`src/rtl/nucore_pipe.sv`:
```
// Three-stage (IF / ID / EX) micro-core with a 3-bit opcode ISA and an internal instruction memory.
// Latency: the first result appears on `result` 3 clocks after the start edge, then one instruction retires per RUN cycle.
// Backpressure: none. The pipeline advances every RUN cycle, or only on step=1 cycles when NUCORE_STEP_EN is defined.
//
// Optional feature macro: NUCORE_STEP_EN (adds the `step` input).
//
// Ports:
//   clk, reset_n          rising-edge clock, asynchronous active-low reset
//   imem_we/addr/wdata    instruction-memory write port, honoured only in IDLE or HALTED
//   start                 one-cycle pulse; (re)starts execution at address 0 from IDLE or HALTED
//   result, z_flag        last LOADI/ALU result, and a zero flag for ALU ops only
//   busy, halted          FSM is in RUN / HALTED
//   pc                    current fetch address
//   step (optional)       single-step enable for the pipeline while in RUN
//
// Instruction format (MSB to LSB): op[3] | rd | ra | rb | imm[DATA_W]
module nucore_pipe #(
    parameter int  DATA_W  = 32,
    parameter int  REG_AW  = 4,
    parameter int  IMEM_AW = 6,
    localparam int INST_W  = 3 + 3*REG_AW + DATA_W
) (
    input  logic               clk,
    input  logic               reset_n,
    input  logic               imem_we,
    input  logic [IMEM_AW-1:0] imem_addr,
    input  logic [INST_W-1:0]  imem_wdata,
    input  logic               start,
    output logic [DATA_W-1:0]  result,
    output logic               z_flag,
    output logic               busy,
    output logic               halted,
    output logic [IMEM_AW-1:0] pc
`ifdef NUCORE_STEP_EN
    ,
    input  logic               step
`endif
);

    localparam int NREG  = 1 << REG_AW;
    localparam int NWORD = 1 << IMEM_AW;

    localparam logic [2:0] OP_NOP   = 3'b000;
    localparam logic [2:0] OP_LOADI = 3'b001;
    localparam logic [2:0] OP_ADD   = 3'b010;
    localparam logic [2:0] OP_SUB   = 3'b011;
    localparam logic [2:0] OP_AND   = 3'b100;
    localparam logic [2:0] OP_OR    = 3'b101;
    localparam logic [2:0] OP_XOR   = 3'b110;
    localparam logic [2:0] OP_HALT  = 3'b111;

    typedef enum logic [1:0] {
        S_IDLE   = 2'd0,
        S_RUN    = 2'd1,
        S_HALTED = 2'd2
    } state_t;

    // ------------------------------------------------------------------
    // State
    // ------------------------------------------------------------------
    state_t               state_q, state_d;
    logic [IMEM_AW-1:0]   pc_q, pc_d;

    logic                 if_vld_q, if_vld_d;
    logic [INST_W-1:0]    if_inst_q, if_inst_d;

    logic                 ex_vld_q, ex_vld_d;
    logic [2:0]           ex_op_q, ex_op_d;
    logic [REG_AW-1:0]    ex_rd_q, ex_rd_d;
    logic [DATA_W-1:0]    ex_a_q, ex_a_d;   // holds the immediate for LOADI
    logic [DATA_W-1:0]    ex_b_q, ex_b_d;

    logic [DATA_W-1:0]    result_q, result_d;
    logic                 z_flag_q, z_flag_d;

    logic [DATA_W-1:0]    rf_q [NREG];
    logic [DATA_W-1:0]    rf_d [NREG];

    // Instruction memory: deliberately outside the reset domain so a
    // program survives reset_n.
    logic [INST_W-1:0]    imem_mem [NWORD];

    // ------------------------------------------------------------------
    // Control qualifiers
    // ------------------------------------------------------------------
    logic run;
    logic adv;        // pipeline moves forward this cycle
    logic enter_run;  // start accepted; start is ignored while already running
    logic id_halt;    // HALT sits in ID and the pipeline advances

    assign run       = (state_q == S_RUN);
`ifdef NUCORE_STEP_EN
    assign adv       = run && step;
`else
    assign adv       = run;
`endif
    assign enter_run = start && (state_q != S_RUN);

    // ------------------------------------------------------------------
    // ID decode
    // ------------------------------------------------------------------
    logic [2:0]        id_op;
    logic [REG_AW-1:0] id_rd, id_ra, id_rb;
    logic [DATA_W-1:0] id_imm;

    assign id_op  = if_inst_q[INST_W-1 -: 3];
    assign id_rd  = if_inst_q[INST_W-4 -: REG_AW];
    assign id_ra  = if_inst_q[INST_W-4-REG_AW -: REG_AW];
    assign id_rb  = if_inst_q[INST_W-4-2*REG_AW -: REG_AW];
    assign id_imm = if_inst_q[DATA_W-1:0];

    assign id_halt = adv && if_vld_q && (id_op == OP_HALT);

    // ------------------------------------------------------------------
    // EX: ALU and writeback qualifiers
    // ------------------------------------------------------------------
    logic [DATA_W-1:0] ex_res;
    logic              ex_wr;     // valid LOADI or ALU op in EX
    logic              ex_is_alu; // ADD..XOR, the only ops that touch z_flag

    always_comb begin
        ex_res = ex_a_q;
        unique case (ex_op_q)
            OP_ADD:  ex_res = ex_a_q + ex_b_q;
            OP_SUB:  ex_res = ex_a_q - ex_b_q;
            OP_AND:  ex_res = ex_a_q & ex_b_q;
            OP_OR:   ex_res = ex_a_q | ex_b_q;
            OP_XOR:  ex_res = ex_a_q ^ ex_b_q;
            default: ex_res = ex_a_q;
        endcase
    end

    assign ex_is_alu = (ex_op_q >= OP_ADD) && (ex_op_q <= OP_XOR);
    assign ex_wr     = ex_vld_q && (ex_is_alu || (ex_op_q == OP_LOADI));

    // The instruction in EX has not been written back yet, so ID takes its
    // result directly instead of the stale register-file entry.
    logic [DATA_W-1:0] id_opa, id_opb;

    always_comb begin
        id_opa = rf_q[id_ra];
        id_opb = rf_q[id_rb];
        if (ex_wr && (ex_rd_q == id_ra)) id_opa = ex_res;
        if (ex_wr && (ex_rd_q == id_rb)) id_opb = ex_res;
    end

    // ------------------------------------------------------------------
    // FSM: state register
    // ------------------------------------------------------------------
    always_ff @(posedge clk or negedge reset_n) begin
        if (!reset_n) begin
            state_q <= S_IDLE;
        end else begin
            state_q <= state_d;
        end
    end

    // FSM: next-state logic
    always_comb begin
        state_d = state_q;
        unique case (state_q)
            S_IDLE:   if (start)   state_d = S_RUN;
            S_RUN:    if (id_halt) state_d = S_HALTED;
            S_HALTED: if (start)   state_d = S_RUN;
            default:               state_d = S_IDLE;
        endcase
    end

    // FSM: outputs
    always_comb begin
        busy   = 1'b0;
        halted = 1'b0;
        unique case (state_q)
            S_RUN:    busy   = 1'b1;
            S_HALTED: halted = 1'b1;
            default: begin
                busy   = 1'b0;
                halted = 1'b0;
            end
        endcase
    end

    // ------------------------------------------------------------------
    // Datapath next-state
    // ------------------------------------------------------------------
    always_comb begin
        pc_d      = pc_q;
        if_vld_d  = if_vld_q;
        if_inst_d = if_inst_q;
        ex_vld_d  = ex_vld_q;
        ex_op_d   = ex_op_q;
        ex_rd_d   = ex_rd_q;
        ex_a_d    = ex_a_q;
        ex_b_d    = ex_b_q;
        result_d  = result_q;
        z_flag_d  = z_flag_q;
        rf_d      = rf_q;

        if (enter_run) begin
            // Restart from address 0 with an empty pipeline.
            pc_d     = '0;
            if_vld_d = 1'b0;
            ex_vld_d = 1'b0;
        end else if (adv) begin
            // Writeback. This also happens on the halting edge, so the
            // instruction already in EX always completes.
            if (ex_wr) begin
                rf_d[ex_rd_q] = ex_res;
                result_d      = ex_res;
                if (ex_is_alu) z_flag_d = (ex_res == '0);
            end

            if (id_halt) begin
                // Squash the fetch behind HALT and freeze pc. HALT itself
                // does not enter EX.
                if_vld_d = 1'b0;
                ex_vld_d = 1'b0;
            end else begin
                if_inst_d = imem_mem[pc_q];
                if_vld_d  = 1'b1;
                pc_d      = pc_q + IMEM_AW'(1);   // wraps naturally

                ex_vld_d  = if_vld_q;
                ex_op_d   = id_op;
                ex_rd_d   = id_rd;
                ex_a_d    = (id_op == OP_LOADI) ? id_imm : id_opa;
                ex_b_d    = id_opb;
            end
        end
    end

    // ------------------------------------------------------------------
    // Datapath registers
    // ------------------------------------------------------------------
    always_ff @(posedge clk or negedge reset_n) begin
        if (!reset_n) begin
            pc_q      <= '0;
            if_vld_q  <= 1'b0;
            if_inst_q <= '0;
            ex_vld_q  <= 1'b0;
            ex_op_q   <= OP_NOP;
            ex_rd_q   <= '0;
            ex_a_q    <= '0;
            ex_b_q    <= '0;
            result_q  <= '0;
            z_flag_q  <= 1'b0;
            for (int i = 0; i < NREG; i++) begin
                rf_q[i] <= '0;
            end
        end else begin
            pc_q      <= pc_d;
            if_vld_q  <= if_vld_d;
            if_inst_q <= if_inst_d;
            ex_vld_q  <= ex_vld_d;
            ex_op_q   <= ex_op_d;
            ex_rd_q   <= ex_rd_d;
            ex_a_q    <= ex_a_d;
            ex_b_q    <= ex_b_d;
            result_q  <= result_d;
            z_flag_q  <= z_flag_d;
            rf_q      <= rf_d;
        end
    end

    // Program loads are blocked while running. A write in the same cycle as
    // start still lands, because state is not yet RUN on that edge.
    always_ff @(posedge clk) begin
        if (imem_we && (state_q != S_RUN)) begin
            imem_mem[imem_addr] <= imem_wdata;
        end
    end

    assign result = result_q;
    assign z_flag = z_flag_q;
    assign pc     = pc_q;

endmodule

```
`config.mk`:
```
export PLATFORM = sky130hd
export DESIGN_NAME = nucore_pipe
export DESIGN_NICKNAME = d
export VERILOG_FILES = /design/src/rtl/nucore_pipe.sv
export SDC_FILE = /design/constraint.sdc
export NUM_CORES = 2
export LEC_CHECK = 0
export BUFFER_PORTS_ARGS = -buffer_cell sky130_fd_sc_hd__buf_2
export CORE_AREA = 2 2 808 408
export CTS_BUF_LIST = sky130_fd_sc_hd__clkbuf_4 sky130_fd_sc_hd__clkbuf_8
export DETAILED_ROUTE_END_ITERATION = 6
export DIE_AREA = 0 0 810 410
export PLACE_DENSITY_LB_ADDON = 0.08
export SLEW_MARGIN = 20
export SYNTH_ARGS = -nofsm -noshare
export SYNTH_HDL_FRONTEND = slang
export SYNTH_SLANG_ARGS = --single-unit
```
`constraint.sdc`:
```
create_clock -name clk -period 11.9 [get_ports clk]
set_input_delay 2.38 -clock clk [delete_from_list [all_inputs] [get_ports clk]]
set_output_delay 2.38 -clock clk [all_outputs]
set_load 0.01 [all_outputs]
```
==> metrics.log <==
INFO  metric pre_cts_ws = 5.80 ns
INFO  metric synth_top_cells_by_area = sky130_fd_sc_hd__edfxtp_1, sky130_fd_sc_hd__mux4_2, sky130_fd_sc_hd__dfrtp_1
INFO  metric crit-reg2reg-launch = ex_b_q[3]$_DFFE_PN0P_
INFO  metric yosys_most_used_dff = sky130_fd_sc_hd__edfxtp_1
INFO  metric layout-drive-gt1-share = 0.307
INFO  metric report.final.setup_viol = 0
INFO  metric ctsHoldBuffers = 0
INFO  metric crit_path_max_fanout = 20
INFO  metric grt.total_usage = 0.291
INFO  metric area_growth = 11.1%
INFO  metric reg2regPathDepth = 18
INFO  metric final_design_area_no_fill = 0.169 mm^2
INFO  metric synth_largest_type_area_fraction = 0.594
INFO  metric timing.final.max_slew_violations = 0
INFO  metric synth.ff_latch_count = 3681
INFO  metric cts.sink_count = 3681
INFO  metric die-height = 410 um
INFO  metric grt_max_degree = 138
INFO  metric die_w = 810 um
INFO  metric worst_skew_pair.late_latency = 1.08 ns
INFO  metric numPortBuffers = 97
INFO  metric grt_pass1_wl = 670000 um
INFO  metric postRouteWirelength = 485000 um
INFO  metric hold-path-cell-count = 2
INFO  metric postSynthAreaPerCell = 19.0 um^2
INFO  metric tritoncts_clock_tree = built
INFO  metric synth.yosys.warnings = 0
INFO  metric r2r_end = z_flag$_DFFE_PN0P_
INFO  metric layout_common_cells = sky130_fd_sc_hd__edfxtp_1, sky130_fd_sc_hd__mux4_2, sky130_fd_sc_hd__nand2_1
INFO  metric final_common_cell = sky130_fd_sc_hd__edfxtp_1
INFO  metric achievable-frequency = 155 MHz
INFO  metric post-cts-setup-buffer-count = 0
INFO  metric timing.setup.tns = 0 ns
INFO  metric synthesis.instances = 7988
INFO  metric cts_root_buf = sky130_fd_sc_hd__clkbuf_8
INFO  metric finalWorstPathRequiredPeriod = 6.45 ns
INFO  metric avgViaCountPerCell = 6.42
INFO  metric holdPathEnd = ex_rd_q[1]$_DFFE_PN0P_
INFO  metric total_clock_buffers_created_by_cts = 538
INFO  metric layout_setup_ws = 5.45 ns
INFO  metric endpoint_kind = register
INFO  metric ir_worst_vdd = 0.172 mV
INFO  metric synth.net_count = 8143
INFO  metric total_core_area = 0.326 mm^2
INFO  metric worstHoldStart = if_inst_q[41]$_DFFE_PN0P_
INFO  metric critPathBufInv = 0
INFO  metric postRouteAntennaNets = 0
INFO  metric synth.yosys.seq_area_share = 0.705
INFO  metric criticalPathCategory = reg2reg
INFO  metric drtPass1Iterations = 6
INFO  metric detailedRoute.firstIterationViolations = 12184
INFO  metric worstSetupStartpointType = register
INFO  metric timing.critical_path.cells = or4_4 -> or2_2 -> nand2b_1 -> nand3b_1 -> nor2_1 -> a21oi_1 -> xnor2_1 -> ha_1 -> nand2_1 -> nor2_1 -> o21ai_0 -> o2111ai_1 -> a211o_1 -> nand3_1 -> nand3b_1 -> nor4_2 -> nand4_1 -> nand2_1
INFO  metric power_density = 240 mW/mm^2
INFO  metric worstMarginPinSlew = 1.22 ns
INFO  metric power_leakage = 56.3 nW
INFO  metric mappedNetlistArea = 0.152 mm^2
INFO  metric fin_crit_sh = 0.542
INFO  metric cts.clk_slew.worst_paths = 0.08 ns
INFO  metric via_count = 84130
INFO  metric ys_types = 86
INFO  metric dp_hpwl = 285000 um
INFO  metric critPathRequiredTime = 12.91 ns
INFO  metric design.portCount = 98
INFO  metric outcome = finished, final reports clean
INFO  metric drv.max_cap_violation_count = 0
INFO  metric hold_viol = 0
INFO  metric synth-async-reset-ratio = 0.183
INFO  metric finClkSkew = 0.0701 ns
INFO  metric cts_max_path_buffers = 4
INFO  metric critical_path.top_delay_family = simple AND/OR/NAND/NOR gates
INFO  metric number_of_global_route_vias_before_repair = 81090
INFO  metric gp_congestion = 0.930
INFO  metric r2r_slack = 5.45 ns
INFO  metric yosysTopAreaCell = sky130_fd_sc_hd__edfxtp_1
INFO  metric critPathSlowestCell = sky130_fd_sc_hd__nand3_1
INFO  metric num_rows = 149
INFO  metric route.detailed.drc = 0
INFO  metric die-area = 0.332 mm^2
INFO  metric grt_antenna_before_repair = 51
INFO  metric dpl_cell_area = 0.158 mm^2
INFO  metric fill_cells = 26031
INFO  metric design_power_total = 40.5 mW
INFO  metric worst_hold_path_type = reg2reg
INFO  metric cts_max_level = 6
INFO  metric overflow = 0
INFO  metric floorplan.initialDensity = 0.466
INFO  metric worst_path_largest_cell_delay = 0.70 ns
INFO  metric cp.arrival = 7.46 ns
INFO  metric max_slew_margin = 0.188
INFO  metric cts-resized-gates = 0
INFO  metric routed_wire_length_per_instance = 37.1 um
INFO  metric synth_edf_count = 3008
INFO  metric rsz0062_at_grt = false
INFO  metric design.final.nets = 8466
[worst max path at each step]
stage | slack [ns] | from | depth (start not counted) | to
after floorplan | 6.27 | imem_addr[4] | 4 | imem_mem[16][0]$_DFFE_PP_
after detailed placement | 5.80 | ex_b_q[5]$_DFFE_PN0P_ | 18 | z_flag$_DFFE_PN0P_
after CTS | 5.73 | ex_b_q[5]$_DFFE_PN0P_ | 18 | z_flag$_DFFE_PN0P_
after global routing | 5.26 | ex_b_q[5]$_DFFE_PN0P_ | 18 | z_flag$_DFFE_PN0P_
after global placement | 5.78 | ex_b_q[3]$_DFFE_PN0P_ | 18 | z_flag$_DFFE_PN0P_
final | 5.45 | ex_b_q[3]$_DFFE_PN0P_ | 18 | z_flag$_DFFE_PN0P_
[worst reg2reg max path: cells and delay by family, from the launching register on]
kind	cells	cell delay, ns
compound gates	4	1.25
xor+xnor	1	0.15
fa+ha+maj	1	0.39
flops	1	0.48
simple gates	12	4.11
[stage by stage]
stage                     hold slack, ns  utilization  std cells
after floorplan                    0.439            -       7988
after global placement             0.453        0.485      12145
after detailed placement           0.450        0.485      12147
after CTS                          0.476        0.516      13070
after global routing               0.507        0.517      13078
final                              0.461        0.517      13097
[Yosys cell counts (all sizes together) (5+ instances only)]
library cell  number
nand4             15
ha                97
mux2              47
a31oi             29
nand2b            29
or2                5
edfxtp          3008
and2               7
nor2             167
mux4            1309
a22oi             11
inv              102
o31ai             19
o21a               7
xnor2             50
dfrtp            673
o22ai             12
nand3             28
xor2               6
nand3b             7
a21o              15
o21ai            614
nor3              22
o2111ai            6
a21oi             66
a221oi             5
mux2i             61
or3                7
nand2            900
o211ai            24
clkbuf           366
buf              174
a211oi             8
and3              15
nor4               6
nor2b             17
[metal layers]
metal / up-vias / GRT usage / routed length, um
li1: 32846 / - / -
met1: 45822 / 0.486 / 227000
met2: 4838 / 0.373 / 191000
met3: 604 / 0.0871 / 57800
met4: 20 / 0.0587 / 9770
met5: - / 0.00302 / 252
[where the power goes]
group	internal (mW)	total (mW)	leakage, nW	switching [mW]
logic	5.90	14.4	15.0	8.54
registers	14.9	16.0	36.0	1.10
clock network	5.15	10.1	5.42	4.99
[state kept, by name, summed over array words and instances, names as in the netlist, 2 cells and up]
name,cells
rf_q,512
ex_rd_q,4
result,32
ex_b_q,32
pc,6
state_q,2
ex_a_q,32
if_inst_q,47
ex_op_q,3
imem_mem,3008
[cells by family after synthesis]
group | share of synthesized area
compound gates | 0.0317
xor+xnor | 0.00323
fa+ha+maj | 0.00812
buf+inv | 0.0169
flops | 0.705
mux | 0.201
simple gates | 0.0336
[layout make-up]
type	instances	area [um^2]	share of cell area
flip-flops and latches	3681	107000	0.635
multi-input cells	3665	42900	0.254
clock buffers	750	9250	0.0548
well taps	4379	5480	0.0325
repair buffers	323	2510	0.0149
clock inverters	173	1010	0.00596
inverters	102	383	0.00227
diodes	24	60.1	0.000356
No activity file was read; power rests on OpenSTA's default activity.
